--- src/rtl/video_timing_pkg.sv ---
// Shared timing constants, axis state encoding and segment-total helper
// for the video timing generator.
package video_timing_pkg;

    localparam int H_ACTIVE_DEF = 800;
    localparam int H_FRONT_DEF  = 40;
    localparam int H_SYNC_DEF   = 128;
    localparam int H_BACK_DEF   = 88;
    localparam int V_ACTIVE_DEF = 600;
    localparam int V_FRONT_DEF  = 1;
    localparam int V_SYNC_DEF   = 4;
    localparam int V_BACK_DEF   = 23;

    typedef enum logic [1:0] {
        ST_ACTIVE = 2'd0,
        ST_FRONT  = 2'd1,
        ST_SYNC   = 2'd2,
        ST_BACK   = 2'd3
    } axis_state_t;

    function automatic int seg_total(input int active, input int front,
                                     input int sync, input int back);
        return active + front + sync + back;
    endfunction

endpackage

--- src/rtl/vtg_axis_counter.sv ---
// One raster axis: a wrapping counter plus its ACTIVE/FRONT/SYNC/BACK state.
// Everything moves only on cycles where advance is high.
module vtg_axis_counter
    import video_timing_pkg::*;
#(
    parameter int ACTIVE = H_ACTIVE_DEF,
    parameter int FRONT  = H_FRONT_DEF,
    parameter int SYNC   = H_SYNC_DEF,
    parameter int BACK   = H_BACK_DEF,
    parameter int W      = 11
) (
    input  logic         clk,
    input  logic         reset,
    input  logic         advance,
    output logic [W-1:0] count,
    output axis_state_t  state,
    output logic         wrap
);

    localparam int TOTAL = seg_total(ACTIVE, FRONT, SYNC, BACK);
    localparam logic [W-1:0] END_ACTIVE = W'(ACTIVE - 1);
    localparam logic [W-1:0] END_FRONT  = W'(ACTIVE + FRONT - 1);
    localparam logic [W-1:0] END_SYNC   = W'(ACTIVE + FRONT + SYNC - 1);
    localparam logic [W-1:0] END_TOTAL  = W'(TOTAL - 1);
    localparam logic [W-1:0] ONE        = W'(1);

    // Counter and segment state advance together so state always matches count.
    always_ff @(posedge clk) begin
        if (reset) begin
            count <= '0;
            state <= ST_ACTIVE;
        end else if (advance) begin
            if (count == END_TOTAL) begin
                count <= '0;
            end else begin
                count <= count + ONE;
            end
            case (state)
                ST_ACTIVE: if (count == END_ACTIVE) state <= ST_FRONT;
                ST_FRONT:  if (count == END_FRONT)  state <= ST_SYNC;
                ST_SYNC:   if (count == END_SYNC)   state <= ST_BACK;
                ST_BACK:   if (count == END_TOTAL)  state <= ST_ACTIVE;
                default:   state <= ST_ACTIVE;
            endcase
        end
    end

    assign wrap = advance && (count == END_TOTAL);

endmodule

--- src/rtl/video_timing_gen.sv ---
// Raster timing generator: registered coordinates, enable and syncs.
// Optional frame_start/frame_cnt outputs are built when VTG_FRAME_CNT_EN is defined.
module video_timing_gen
    import video_timing_pkg::*;
#(
    parameter int H_ACTIVE = H_ACTIVE_DEF,
    parameter int H_FRONT  = H_FRONT_DEF,
    parameter int H_SYNC   = H_SYNC_DEF,
    parameter int H_BACK   = H_BACK_DEF,
    parameter int V_ACTIVE = V_ACTIVE_DEF,
    parameter int V_FRONT  = V_FRONT_DEF,
    parameter int V_SYNC   = V_SYNC_DEF,
    parameter int V_BACK   = V_BACK_DEF,
    parameter bit H_POL    = 1'b1,
    parameter bit V_POL    = 1'b1
) (
    input  logic        clk,
    input  logic        reset,
    output logic [10:0] gr_x,
    output logic [9:0]  gr_y,
    output logic        enable,
    output logic        hsync,
    output logic        vsync
`ifdef VTG_FRAME_CNT_EN
    ,
    output logic        frame_start,
    output logic [15:0] frame_cnt
`endif
);

    logic [10:0] h_cnt_s;
    logic [9:0]  v_cnt_s;
    axis_state_t h_state_s;
    axis_state_t v_state_s;
    logic        h_wrap_s;
    logic        v_wrap_s;
    logic        v_wrap_unused_s;

    vtg_axis_counter #(
        .ACTIVE (H_ACTIVE), .FRONT(H_FRONT), .SYNC(H_SYNC), .BACK(H_BACK), .W(11)
    ) u_h_axis (
        .clk     (clk),
        .reset   (reset),
        .advance (1'b1),
        .count   (h_cnt_s),
        .state   (h_state_s),
        .wrap    (h_wrap_s)
    );

    vtg_axis_counter #(
        .ACTIVE (V_ACTIVE), .FRONT(V_FRONT), .SYNC(V_SYNC), .BACK(V_BACK), .W(10)
    ) u_v_axis (
        .clk     (clk),
        .reset   (reset),
        .advance (h_wrap_s),
        .count   (v_cnt_s),
        .state   (v_state_s),
        .wrap    (v_wrap_s)
    );

    assign v_wrap_unused_s = v_wrap_s;

    // Output stage: one register level so all outputs switch on the same edge.
    always_ff @(posedge clk) begin
        if (reset) begin
            gr_x   <= 11'd0;
            gr_y   <= 10'd0;
            enable <= 1'b0;
            hsync  <= ~H_POL;
            vsync  <= ~V_POL;
        end else begin
            gr_x   <= h_cnt_s;
            gr_y   <= v_cnt_s;
            enable <= (h_state_s == ST_ACTIVE) && (v_state_s == ST_ACTIVE);
            hsync  <= (h_state_s == ST_SYNC) ? H_POL : ~H_POL;
            vsync  <= (v_state_s == ST_SYNC) ? V_POL : ~V_POL;
        end
    end

`ifdef VTG_FRAME_CNT_EN
    logic first_seen_r;

    // The first (0,0) after reset marks frame zero, so it pulses without counting.
    always_ff @(posedge clk) begin
        if (reset) begin
            frame_start  <= 1'b0;
            frame_cnt    <= 16'd0;
            first_seen_r <= 1'b0;
        end else begin
            frame_start <= (h_cnt_s == 11'd0) && (v_cnt_s == 10'd0);
            if ((h_cnt_s == 11'd0) && (v_cnt_s == 10'd0)) begin
                first_seen_r <= 1'b1;
                if (first_seen_r) begin
                    frame_cnt <= frame_cnt + 16'd1;
                end
            end
        end
    end
`endif

endmodule

--- config.mk ---
export PLATFORM = sky130hd
export DESIGN_NAME = video_timing_gen
export DESIGN_NICKNAME = d
export VERILOG_FILES = /design/src/rtl/video_timing_pkg.sv /design/src/rtl/vtg_axis_counter.sv /design/src/rtl/video_timing_gen.sv
export SDC_FILE = /design/constraint.sdc
export NUM_CORES = 1
export LEC_CHECK = 0
export ABC_AREA = 0
export BUFFER_PORTS_ARGS = -buffer_cell sky130_fd_sc_hd__clkbuf_2
export CAP_MARGIN = 20
export CORE_UTILIZATION = 40
export DETAILED_ROUTE_END_ITERATION = 8
export GPL_TIMING_DRIVEN = 1
export PLACE_DENSITY = 0.69
export SLEW_MARGIN = 20
export SYNTH_ARGS = -nofsm -noshare
export SYNTH_HDL_FRONTEND = slang
export SYNTH_HIERARCHICAL = 1
export SYNTH_SLANG_ARGS = --single-unit
--- constraint.sdc ---
create_clock -name clk -period 2.09 [get_ports clk]
set_input_delay 0.418 -clock clk [delete_from_list [all_inputs] [get_ports clk]]
set_output_delay 0.418 -clock clk [all_outputs]
set_load 0.03 [all_outputs]
Word-level counts from Yosys, hierarchy flattened
Index checks and enable logic that the tools add are counted.
{"block": "totals", "ram_bits": 0, "elab_cells": 52, "n_memories": 0, "latchBits": 0, "rom_bits": 0, "reg_bits": 49, "input_bits": 2}
{"block": "classes", "multipliers": 0, "n_eq_ne": 22, "n_reduce_logical": 6, "bitwise_logic": 0, "magnitude_cmp": 0, "div_mod_pow": 0, "addsub": 2, "shifts": 0, "n_mux": 13}
{"op": "equality test 10 bit, second input constant", "count": 4}
{"op": "equality test 11 x 10 -> 1 bit, second input constant", "count": 3}
{"op": "2-to-1 mux 2 bit", "count": 8}
{"op": "case mux 2 bit (4 select lines)", "count": 2}
{"op": "inequality test 2 x 1 -> 1 bit, second input constant", "count": 7}
{"op": "adder 11 x 1 -> 11 bit, second input constant", "count": 1}
{"op": "equality test 11 bit, second input constant", "count": 1}
{"op": "adder 10 x 1 -> 10 bit, second input constant", "count": 1}
{"op": "2-to-1 mux 10 bit", "count": 1}
{"op": "equality test 2 bit, second input constant", "count": 4}
{"op": "AND reduction 5 bit", "count": 1}
{"op": "equality test 2 x 1 -> 1 bit, second input constant", "count": 2}
{"op": "logical NOT 2 bit", "count": 2}
{"op": "AND reduction 4 bit", "count": 1}
{"op": "2-to-1 mux 1 bit", "count": 2}
{"op": "inequality test 2 bit, second input constant", "count": 1}
{"op": "OR reduction 2 bit", "count": 1}
{"op": "logical AND 1 bit", "count": 1}

Logic depth before layout (Yosys ltp)
Gate-level depths: netlist of run 1.
{"block": "depth", "word_depth": 3, "ltp_mapped": 10, "ltp_nobuf": 9}

Modules after synthesis
The synthesis of run 1 kept the hierarchy.
{"module": "vtg_axis_counter (u_h_axis)", "area_per_inst_um2": 720.7, "instances": 1, "cells_per_inst": 80}
{"module": "vtg_axis_counter (u_v_axis)", "area_per_inst_um2": 690.7, "instances": 1, "cells_per_inst": 79}
{"module": "video_timing_gen", "area_per_inst_um2": 649.4, "instances": 1, "cells_per_inst": 52}

Least setup slack after synthesis of run 1
OpenSTA, ideal clock, no wires.
{"block": "synth_path", "path_type": "register to register", "from": "register u_h_axis.count[0]", "to": "register u_v_axis.state[0]", "slack_ns": 0.038, "setup_time_ns": 0.087, "stages_incl_launch_ff": 10, "t_required_ns": 2.003, "t_arrival_ns": 1.965, "path_cell_list": "dfxtp_1 ha_1 and3_4 nand3_2 inv_1 clkbuf_1 nand2_1 a221o_1 or4_1 o31ai_1"}
{"block": "synth_via", "elab_chain_cells": 2}
{"item": "start, declared", "line_no": "vtg_axis_counter.sv:15", "text": "output logic [W-1:0] count,"}
{"item": "start signal, assigned", "line_no": "vtg_axis_counter.sv:36", "text": "count <= count + ONE;"}
{"item": "equality test 11 bit", "line_no": "vtg_axis_counter.sv:48", "text": "assign wrap = advance && (count == END_TOTAL);"}
{"item": "net h_wrap_s", "line_no": "video_timing_gen.sv:35", "text": "logic h_wrap_s;"}
{"item": "AND reduction 5 bit (no source line)"}
{"item": "end signal, assigned", "line_no": "vtg_axis_counter.sv:41", "text": "ST_SYNC: if (count == END_SYNC) state <= ST_BACK;"}
{"item": "end signal, assigned", "line_no": "vtg_axis_counter.sv:42", "text": "ST_BACK: if (count == END_TOTAL) state <= ST_ACTIVE;"}
{"item": "end signal, assigned", "line_no": "vtg_axis_counter.sv:43", "text": "default: state <= ST_ACTIVE;"}
{"item": "end, declared", "line_no": "vtg_axis_counter.sv:16", "text": "output axis_state_t state,"}
The timed path passes the listed nets, and every way through them passes these cells.
A chain may end at the register's enable or synchronous reset.

Final worst setup path of run 1
{"block": "layout_path", "from": "register u_v_axis.count[0]", "to": "register u_v_axis.state[0]"}
{"block": "layout_via", "elab_chain_cells": 3}
{"item": "start, declared", "line_no": "vtg_axis_counter.sv:15"}
{"item": "start signal, assigned", "line_no": "vtg_axis_counter.sv:36"}
{"item": "equality test 10 bit (on tied branches)"}
{"item": "inequality test 2 x 1 -> 1 bit (no source line)"}
{"item": "AND reduction 5 bit (no source line) (*)"}
{"item": "end signal, assigned", "line_no": "vtg_axis_counter.sv:31", "text": "state <= ST_ACTIVE;"}
{"item": "end signal, assigned", "line_no": "vtg_axis_counter.sv:39", "text": "ST_ACTIVE: if (count == END_ACTIVE) state <= ST_FRONT;"}
{"item": "end signal, assigned", "line_no": "vtg_axis_counter.sv:40", "text": "ST_FRONT: if (count == END_FRONT) state <= ST_SYNC;"}
Every way passes the cells marked *; elsewhere a longest branch is shown, timed or not.

==> reports/qor.txt, run 1 <==
Run status: finished clean
First-pass GRT wire length: 6270 µm
YS warnings: 6
Sw frac: 20.4%
PwrDens: 688 mW/mm²
TritonCTS Buffers: 5
Register area share after synthesis: 47.6%
DR DRC count: 0
Final instance area: 0.00246 mm²
DP HPWL: 2430 µm
Switching power: 0.344 mW
PortBufs: 25
Core Region: 0.00485 mm²
Hold path depth: 1
Site row count: 25
Crit path DAT: 2.21 ns
Total gr overflow: 0
Slowest cell on crit path: or4_4
TritonCTS clock tree: yes
# fillers: 459
Combinational power share: 2.7%
Synth Cell Area: 0.00206 mm²
Pin count of the biggest net entering global routing: 25
Critical path cell sequence: ha_1 -> and4bb_1 -> nand2_2 -> a221o_1 -> or4_4 -> o31ai_1
Gate Count Post-Synth: 211
Crit path kind: register to register
Crit-path max cell delay: 0.49 ns
Clock H-tree levels: 2
Antenna Violating Nets Remaining: 0
Vias: 1435
Iter 0 DRT Violations: 93
Fin nets: 265
Skew final: 0.00616 ns
FF-to-FF path depth: 6
Most common cell after layout, fill and taps aside: dfxtp_1
FMAX: 500 MHz
P_leak: 1.04 nW
Critical Path Fanout Max: 5
Register area: 986 µm²
Critical Path RT: 2.30 ns
Final hold vios: 0
Initial antenna violation count: 0
Via density: 4.51
ANT cells: 0
I/O Pins: 26
Die width: 73.8 µm
Area of the multi-input gates: 0.00104 mm²
# Max-Cap Violations: 0
Max Slew Vio Count: 0
Clock latency on the worst-skew pair: 0.30 ns
Commonest non-fill, non-tap cells in the layout: dfxtp_1 (47), nor2_1 (31), clkbuf_2 (25)
Tot GR Track Use: 15.5%
Critical Path End Type: register
Count of different cell masters after synthesis: 40
Vias in the first global route: 1387
Clock Power Share: 41.3%
Gpl congestion: 0.834
Tcrit/Tclk final: 95.7%
HP Class: register to register
Area contributors post-synth: dfxtp_1 (48%), ha_1 (7.9%), nor2b_1 (7.0%)
Share of cells above drive strength 1: 20.3%
First-pass DRT Iterations: 4
Startpoint types: register
Die ar.: 0.00544 mm²
Initial Util: 42.5%
CTS Sinks: 49
Placed Area: 0.00232 mm²
Post-synth top area share: 47.6%
Fin util: 50.7%
Internal power: 1.34 mW
Setup violators final: 0
FF+latch count, synth: 49
Synth-to-Final Area Change: 19.2%
Min Tclk post-route: 2.00 ns
Total wire length: 3500 µm
Bufs on Longest Clock Path: 2
Flop pwr share: 56.0%
Worst vdd ir: 0.324 mV
Synth Area per Inst: 9.77 µm²
Die H: 73.8 µm
Wire per inst: 11.0 µm
Root Driver: clkbuf_8
Area leader, netlist: dfxtp_1
CTS Hold Buffers Added: 0
Clk slew on worst S/H paths: 0.09 ns
==> through the flow <==
stage | power, mW | worst slack [ns] | std cells | TNS, ns | hold slack (ns)
2_1_floorplan | 0.998 | 0.0378 | 216 | 0 | 0.436
3_3_place_gp | 1.01 | 0.178 | 309 | 0 | 0.483
3_5_place_dp | 1.01 | 0.116 | 309 | 0 | 0.477
4_1_cts | 1.71 | 0.0986 | 317 | 0 | 0.497
5_1_grt | 1.77 | -0.0168 | 318 | -0.0168 | 0.533
6_report | 1.69 | 0.0892 | 318 | 0 | 0.489
==> timing repair <==
action / 4_1_cts / 5_1_grt
endpoints found under the hold margin: 0 / 0
endpoints found under the setup margin: 0 / 12
setup buffers: 0 / 1
gates resized for setup: 0 / 5
==> cell usage after synthesis, drive strengths merged <==
| master | number |
|---|---|
| dfxtp | 49 |
| nor2 | 31 |
| nor2b | 23 |
| ha | 13 |
| xor2 | 13 |
| nand2 | 11 |
| inv | 10 |
| xnor2 | 6 |
| and3 | 5 |
| clkbuf | 5 |
| nand3 | 5 |
| nand4 | 5 |
| and4bb | 4 |
| nor3b | 3 |
| o21ai | 3 |
| mux2i | 2 |
| nor4b | 2 |
| o21a | 2 |
| o31ai | 2 |
| or4 | 2 |
| a21oi | 1 |
| a221o | 1 |
| a22o | 1 |
| and2 | 1 |
| and4b | 1 |
| buf | 1 |
| conb | 1 |
| nand2b | 1 |
| o2111ai | 1 |
| o211ai | 1 |
| o41ai | 1 |
| or2 | 1 |
| or2b | 1 |
| or3 | 1 |
| or4b | 1 |
==> logic make-up after synthesis <==
group | after synthesis | synth area share (%)
AND/OR/NAND/NOR | 98 | 27.7
flip-flops | 49 | 47.6
XOR/XNOR | 19 | 8.08
buffers and inverters | 16 | 2.98
adder cells (fa/ha/maj) | 13 | 7.89
AO/OA/AOI/OAI | 13 | 4.61
multiplexers | 2 | 0.972
other | 1 | 0.182
==> flip-flops by register name, summed over array words and instances, names as in the netlist <==
register        count
u_h_axis/state      2
hsync               1
u_v_axis/count     10
gr_x               11
gr_y               10
enable              1
vsync               1
u_v_axis/state      2
u_h_axis/count     11
==> per-layer routing <==
layer / track usage (%) / share of wire, %
met2: 22.5 / 42
met5: 0 / 0
met1: 20.5 / 53
met4: 7.69 / 1.4
met3: 5.21 / 2.9
==> power groups by stage <==
stage | combinational [mW] | sequential, mW | clock [mW]
after floorplan | 0.0242 | 0.974 | 0
after global placement | 0.0447 | 0.967 | 0
after detailed placement | 0.0451 | 0.968 | 0
after CTS | 0.0454 | 0.946 | 0.718
after global routing | 0.0518 | 0.948 | 0.767
final | 0.0460 | 0.946 | 0.697
==> worst paths after layout <==
kind                      from  slack (ns)                end
min reg2reg  u_h_axis/state[1]        0.49             enable
max reg2reg  u_v_axis/count[0]        0.09  u_v_axis/state[0]
max          u_v_axis/count[0]        0.09  u_v_axis/state[0]
min          u_h_axis/state[1]        0.49             enable
==> worst max-delay path: cells and delay by family, from the launching register on <==
family	cells	cell delay, ns
and+or+nand+nor	3	0.79
AOI/OAI and AO/OA	2	0.48
DFF	1	0.42
adders and majority gates	1	0.22
==> cell type report <==
cell class,count,area share [%]
Tap cell,67,3.41
Sequential cell,49,40.1
Multi-Input combinational cell,151,42.5
Inverter,10,1.53
Timing Repair Buffer,33,7.54
Clock buffer,6,3.36
Clock inverter,2,1.53
(Power assumes the default switching activity.)
==> run 2, diff against run 1 <==
Settings changed: PLACE_DENSITY 0.69 to 0.63, SLEW_MARGIN 20 to unset.
==> run 2 against run 1 <==
  * Clock power hardly changed
  * Global-route usage is 0.74 points lower
  * Maximum frequency is 2.5% higher
  * Critical path depth is 2 higher
  * Cell count is 0.31% lower
  * First-iteration DRC count is 35% lower
  * Utilization is 0.13 points lower
  * Register-to-register slack better by 0.05 ns
  * Clock skew is 0.0022 ns lower
  * Sequential share of layout area is 0.10 points higher
  * Cell area is 0.25% lower
  * Routed wire length is 1.1% higher
==> reports/qor.txt, run 2 (synthesized netlist as in run 1, its figures left out) <==
Switching power: 0.344 mW (about the same)
Setup violators final: 0 (unchanged)
Critical path startpoint: u_h_axis/count[1] (was u_v_axis/count[0])
TritonCTS clock tree: yes (unchanged)
Setup TNS: 0 ns (unchanged)
Total gr overflow: 0 (unchanged)
Vias in the first global route: 1324 (was 1387)
DP HPWL: 2510 µm (was 2430 µm)
# fillers: 455 (was 459)
First-pass GRT wire length: 6070 µm (was 6270 µm)
ANT cells: 0 (unchanged)
FF-to-FF path depth: 8 (was 6)
Worst vdd ir: 0.321 mV (was 0.324 mV)
DR DRC count: 0 (unchanged)
PortBufs: 25 (unchanged)
Clock latency on the worst-skew pair: 0.29 ns (was 0.30 ns)
Critical Path Fanout Max: 5 (unchanged)
Critical Path RT: 2.30 ns (about the same)
Pin count of the biggest net entering global routing: 20 (was 25)
Tcrit/Tclk final: 93.4% (was 95.7%)
Tot GR Track Use: 14.8% (was 15.5%)
First-pass DRT Iterations: 4 (unchanged)
Hold path depth: 1 (unchanged)
Core Region: 0.00485 mm² (unchanged)
CTS Sinks: 49 (unchanged)
FMAX: 512 MHz (was 500 MHz)
Worst path bufs/invs: 1 (was 0)
Skew final: 0.00397 ns (was 0.00616 ns)
P_leak: 1.04 nW (about the same)
Critical path cell sequence: ha_2 -> and3_4 -> nand3_2 -> inv_1 -> nand2_1 -> a221o_1 -> or4b_1 -> o31ai_1 (was ha_1 -> and4bb_1 -> nand2_2 -> a221o_1 -> or4_4 -> o31ai_1)
Top flop regs: gr_x: 11 flops, u_h_axis/count: 11 flops (unchanged)
Die ar.: 0.00544 mm² (unchanged)
Synth-to-Final Area Change: 18.9% (was 19.2%)
Bufs on Longest Clock Path: 2 (unchanged)
Root Driver: clkbuf_8 (unchanged)
Worst reg-to-reg setup slack: 0.14 ns (was 0.09 ns)
Gpl congestion: 0.776 (was 0.834)
Antenna Violating Nets Remaining: 0 (unchanged)
Internal power: 1.35 mW (was 1.34 mW)
Vias: 1442 (was 1435)
Crit-path max cell delay: 0.48 ns (was 0.49 ns)
HP Class: register to register (unchanged)
Critical path's top delay family: simple AND/OR/NAND/NOR gates (unchanged)
Total wire length: 3540 µm (was 3500 µm)
Critical Path End Type: register (unchanged)
Sw frac: 20.3% (was 20.4%)
Final hold vios: 0 (unchanged)
CP endpoint: u_v_axis/state[1] (was u_v_axis/state[0])
Wire per inst: 11.2 µm (was 11.0 µm)
Fin nets: 264 (was 265)
Die H: 73.8 µm (unchanged)
R2r startpoint: u_h_axis/count[1] (was u_v_axis/count[0])
Slowest cell on crit path: or4b_1 (was or4_4)
Startpoint types: register (unchanged)
Flop pwr share: 55.9% (was 56.0%)
Iter 0 DRT Violations: 60 (was 93)
Run status: finished clean (unchanged)
Commonest non-fill, non-tap cells in the layout: dfxtp_1 (45), nor2_1 (30), clkbuf_2 (25) (was dfxtp_1 (47), nor2_1 (31), clkbuf_2 (25))
I/O Pins: 26 (unchanged)
Fin util: 50.5% (was 50.7%)
Combinational power share: 2.9% (was 2.7%)
CTS Hold Buffers Added: 0 (unchanged)
Most common cell after layout, fill and taps aside: dfxtp_1 (unchanged)
Crit path kind: register to register (unchanged)
Clock Power Share: 41.2% (was 41.3%)
Initial Util: 42.5% (unchanged)
# Max-Cap Violations: 0 (unchanged)
Crit path DAT: 2.17 ns (was 2.21 ns)
Clk slew on worst S/H paths: 0.09 ns (about the same)
Crit Reg-Reg Endpoint: u_v_axis/state[1] (was u_v_axis/state[0])
Site row count: 25 (unchanged)
Share of cells above drive strength 1: 21.2% (was 20.3%)
PwrDens: 691 mW/mm² (was 688 mW/mm²)
Clock H-tree levels: 2 (unchanged)
Via density: 4.55 (was 4.51)
Stages on the worst setup path: 8 (was 6)
Max Slew Vio Count: 0 (unchanged)
TritonCTS Buffers: 5 (unchanged)
RSZ-0062 raised after global routing: no
Min Tclk post-route: 1.95 ns (was 2.00 ns)
Die width: 73.8 µm (unchanged)
Initial antenna violation count: 0 (unchanged)
==> run 2: cell type report <==
type | instances | area, µm² | area share, %
Clock buffer | 6 | 82.6 | 3.37
Clock inverter | 2 | 37.5 | 1.53
Inverter | 10 | 37.5 | 1.53
Multi-Input combinational cell | 151 | 1040 | 42.6
Sequential cell | 49 | 986 | 40.2
Tap cell | 67 | 83.8 | 3.42
Timing Repair Buffer | 32 | 178 | 7.25
==> run 2: worst min-delay path by stage <==
stage                                  start                 to  slack [ns]
after floorplan            u_v_axis/count[2]            gr_y[2]        0.44
after global placement     u_h_axis/state[1]             enable        0.48
after detailed placement  u_h_axis/count[10]           gr_x[10]        0.50
after CTS                              reset  u_h_axis/state[0]        0.51
after global routing       u_h_axis/count[1]            gr_x[1]        0.52
final                      u_h_axis/count[1]            gr_x[1]        0.50
==> run 2: stage by stage <==
stage / std cells / power (mW) / setup WS (ns) / cell area [µm²] / hold slack (ns)
5_1_grt: 317 / 1.75 / 0.00290 / 2450 / 0.515
4_1_cts: 316 / 1.71 / 0.0802 / 2430 / 0.511
6_report: 317 / 1.69 / 0.138 / 2450 / 0.504
3_5_place_dp: 308 / 1.01 / 0.100 / 2310 / 0.499
2_1_floorplan: 216 / 0.998 / 0.0378 / 2080 / 0.436
3_3_place_gp: 308 / 1.01 / 0.170 / 2310 / 0.478
==> run 2: power groups by stage <==
stage / logic, mW / clock network, mW / registers, mW
3_3_place_gp: 0.0450 / 0 / 0.967
3_5_place_dp: 0.0455 / 0 / 0.967
6_report: 0.0491 / 0.697 / 0.946
5_1_grt: 0.0558 / 0.752 / 0.947
2_1_floorplan: 0.0242 / 0 / 0.974
4_1_cts: 0.0456 / 0.721 / 0.945
==> run 2: repair_timing <==
item,CTS,global route
endpoints found under the setup margin,0,12
buffers inserted,0,1
gates resized for setup,0,7
==> run 2: per-layer routing <==
metal | track usage, % | up-vias | wire, µm | part of all wire [%]
met1 | 20.9 | 637 | 1900 | 54
met5 | 0 | - | 0 | 0
met3 | 4.12 | 2 | 131 | 3.7
met4 | 5.13 | 0 | 32 | 0.90
met2 | 21.5 | 35 | 1480 | 42
li1 | - | 768 | - | -
==> run 3, diff against run 2 <==
Settings changed: REMOVE_ABC_BUFFERS set to 1.
==> run 3 against run 2 <==
  * Cell count unchanged
  * Power down 0.54%
  * Critical path depth unchanged
  * Count of clock-buffer cells in the layout up 1
  * Via count up 2.3%
  * Worst setup slack worse by 0.020 ns
  * Largest cell class unchanged
  * Non-clock buffer count unchanged
  * Highest routed layer unchanged
  * Sequential cell count unchanged
  * Global-route usage down 0.20 points
==> reports/qor.txt, run 3 (synthesized netlist as in run 1, its figures left out) <==
Startpoint types: register (unchanged)
Top flop regs: gr_x: 11 flops, u_h_axis/count: 11 flops (unchanged)
R2r startpoint: u_h_axis/count[0] (was u_h_axis/count[1])
Crit path DAT: 2.18 ns (was 2.17 ns)
FMAX: 507 MHz (was 512 MHz)
Hold path depth: 1 (unchanged)
Worst vdd ir: 0.344 mV (was 0.321 mV)
Fin nets: 264 (unchanged)
Initial antenna violation count: 0 (unchanged)
Die width: 73.8 µm (unchanged)
Hold Crit Start: u_h_axis/state[1] (was u_h_axis/count[1])
Gpl congestion: 0.820 (was 0.776)
Post-CTS setup buffers: 0 (unchanged)
Synth-to-Final Area Change: 18.5% (was 18.9%)
Min Tclk post-route: 1.97 ns (was 1.95 ns)
Initial Util: 42.5% (unchanged)
Sw frac: 20.0% (was 20.3%)
Tcrit/Tclk final: 94.4% (was 93.4%)
Switching power: 0.337 mW (was 0.344 mW)
Core Region: 0.00485 mm² (unchanged)
ANT cells: 0 (unchanged)
Critical Path RT: 2.30 ns (about the same)
Run status: finished clean (unchanged)
Critical Path End Type: register (unchanged)
Clk slew on worst S/H paths: 0.09 ns (about the same)
PortBufs: 25 (unchanged)
Commonest non-fill, non-tap cells in the layout: dfxtp_1 (47), nor2_1 (30), clkbuf_2 (25) (was dfxtp_1 (45), nor2_1 (30), clkbuf_2 (25))
Bufs on Longest Clock Path: 2 (unchanged)
Clock Power Share: 41.1% (was 41.2%)
First-pass DRT Iterations: 4 (unchanged)
Wire per inst: 11.2 µm (about the same)
Antenna Violating Nets Remaining: 0 (unchanged)
Crit-path max cell delay: 0.48 ns (about the same)
Setup violators final: 0 (unchanged)
P_leak: 1.03 nW (was 1.04 nW)
Setup TNS: 0 ns (unchanged)
Vias in the first global route: 1306 (was 1324)
Slowest cell on crit path: or4b_1 (unchanged)
Vias: 1475 (was 1442)
Place WS: 0.0955 ns (was 0.100 ns)
Total gr overflow: 0 (unchanged)
Most common cell after layout, fill and taps aside: dfxtp_1 (unchanged)
Internal power: 1.35 mW (about the same)
Via density: 4.65 (was 4.55)
Final hold vios: 0 (unchanged)
Total wire length: 3560 µm (was 3540 µm)
# fillers: 480 (was 455)
Met2 Use GR: 22.4% (was 21.5%)
PwrDens: 689 mW/mm² (was 691 mW/mm²)
Combinational power share: 2.7% (was 2.9%)
HP Class: register to register (unchanged)
Root Driver: clkbuf_8 (unchanged)
First-pass GRT wire length: 6080 µm (was 6070 µm)
Skew final: 0.00546 ns (was 0.00397 ns)
Critical path startpoint: u_h_axis/count[0] (was u_h_axis/count[1])
Iter 0 DRT Violations: 64 (was 60)
Crit path kind: register to register (unchanged)
TritonCTS clock tree: yes (unchanged)
Hold slack: 0.485 ns (was 0.504 ns)
Max Slew Vio Count: 0 (unchanged)
Clock H-tree levels: 2 (unchanged)
DP HPWL: 2520 µm (was 2510 µm)
CTS Hold Buffers Added: 0 (unchanged)
Die H: 73.8 µm (unchanged)
Critical path cell sequence: ha_2 -> and3_4 -> nand3_2 -> inv_1 -> nand2_1 -> a221o_1 -> or4b_1 -> o31ai_1 (unchanged)
Die ar.: 0.00544 mm² (unchanged)
Fin util: 50.3% (was 50.5%)
Site row count: 25 (unchanged)
TritonCTS Buffers: 5 (unchanged)
DR DRC count: 0 (unchanged)
I/O Pins: 26 (unchanged)
CTS Sinks: 49 (unchanged)
Share of cells above drive strength 1: 19.6% (was 21.2%)
# Max-Cap Violations: 0 (unchanged)
RSZ-0062 raised after global routing: no (unchanged)
Clock latency on the worst-skew pair: 0.29 ns (about the same)
FF-to-FF path depth: 8 (unchanged)
GR peak layer: met2 (unchanged)
Tot GR Track Use: 14.6% (was 14.8%)
M1 GR Usage: 20.0% (was 20.9%)
Critical Path Fanout Max: 5 (unchanged)
Flop pwr share: 56.2% (was 55.9%)
Grt met3 use: 3.29% (was 4.12%)
Setup slack after layout: 0.118 ns (was 0.138 ns)
Pin count of the biggest net entering global routing: 23 (was 20)
Total power: 1.68 mW (was 1.69 mW)
-- run 3: cell count changes in the layout (fill, tap and decap cells not counted), sizes merged --
| cell | before | now |
|---|---|---|
| clkinvlp | 1 | 0 |
| clkbuf | 31 | 32 |
-- run 3: final timing paths --
check | to | slack [ns]
worst max-delay path | u_v_axis/state[1] | 0.12
worst min-delay path | enable | 0.48
worst max register to register | u_v_axis/state[1] | 0.12
worst min register to register | enable | 0.48
-- run 3: routing by layer --
metal  part of all wire [%]  vias up
met5                      0        -
met4                   0.76        0
met3                    2.6        2
met2                     45       17
met1                     51      687
li1                       -      769
-- run 3: timing repair --
action                                  4_1_cts  5_1_grt
resized for setup                             0        4
endpoints found under the setup margin        0        9
endpoints found under the hold margin         0        0
-- run 3: worst max-delay path, delay by kind of cell (launching register included) --
family	cells	cell delay [ns]
simple gates	4	0.85
compound gates	2	0.38
flops	1	0.37
fa+ha+maj	1	0.20
buf+inv	1	0.09
-- run 3: area by class of cell --
type                    instances  area [µm²]  area share [%]
clock buffers                   7        86.3            3.54
flip-flops and latches         49         983            40.3
clock inverters                 1        30.0            1.23
well taps                      67        83.8            3.43
inverters                      10        37.5            1.54
repair buffers                 32         178            7.28
multi-input cells             151        1040            42.7
-- run 3: power groups by stage --
stage	registers, mW	logic (mW)	clock network (mW)
2_1_floorplan	0.974	0.0183	0
3_3_place_gp	0.967	0.0456	0
3_5_place_dp	0.967	0.0458	0
4_1_cts	0.945	0.0460	0.713
5_1_grt	0.948	0.0521	0.749
6_report	0.946	0.0452	0.692
-- run 3: per-stage QoR --
stage / std cells / instance area, µm²
after floorplan: 210 / 2060
after global placement: 309 / 2320
after detailed placement: 309 / 2320
after CTS: 317 / 2430
after global routing: 317 / 2440
final: 317 / 2440
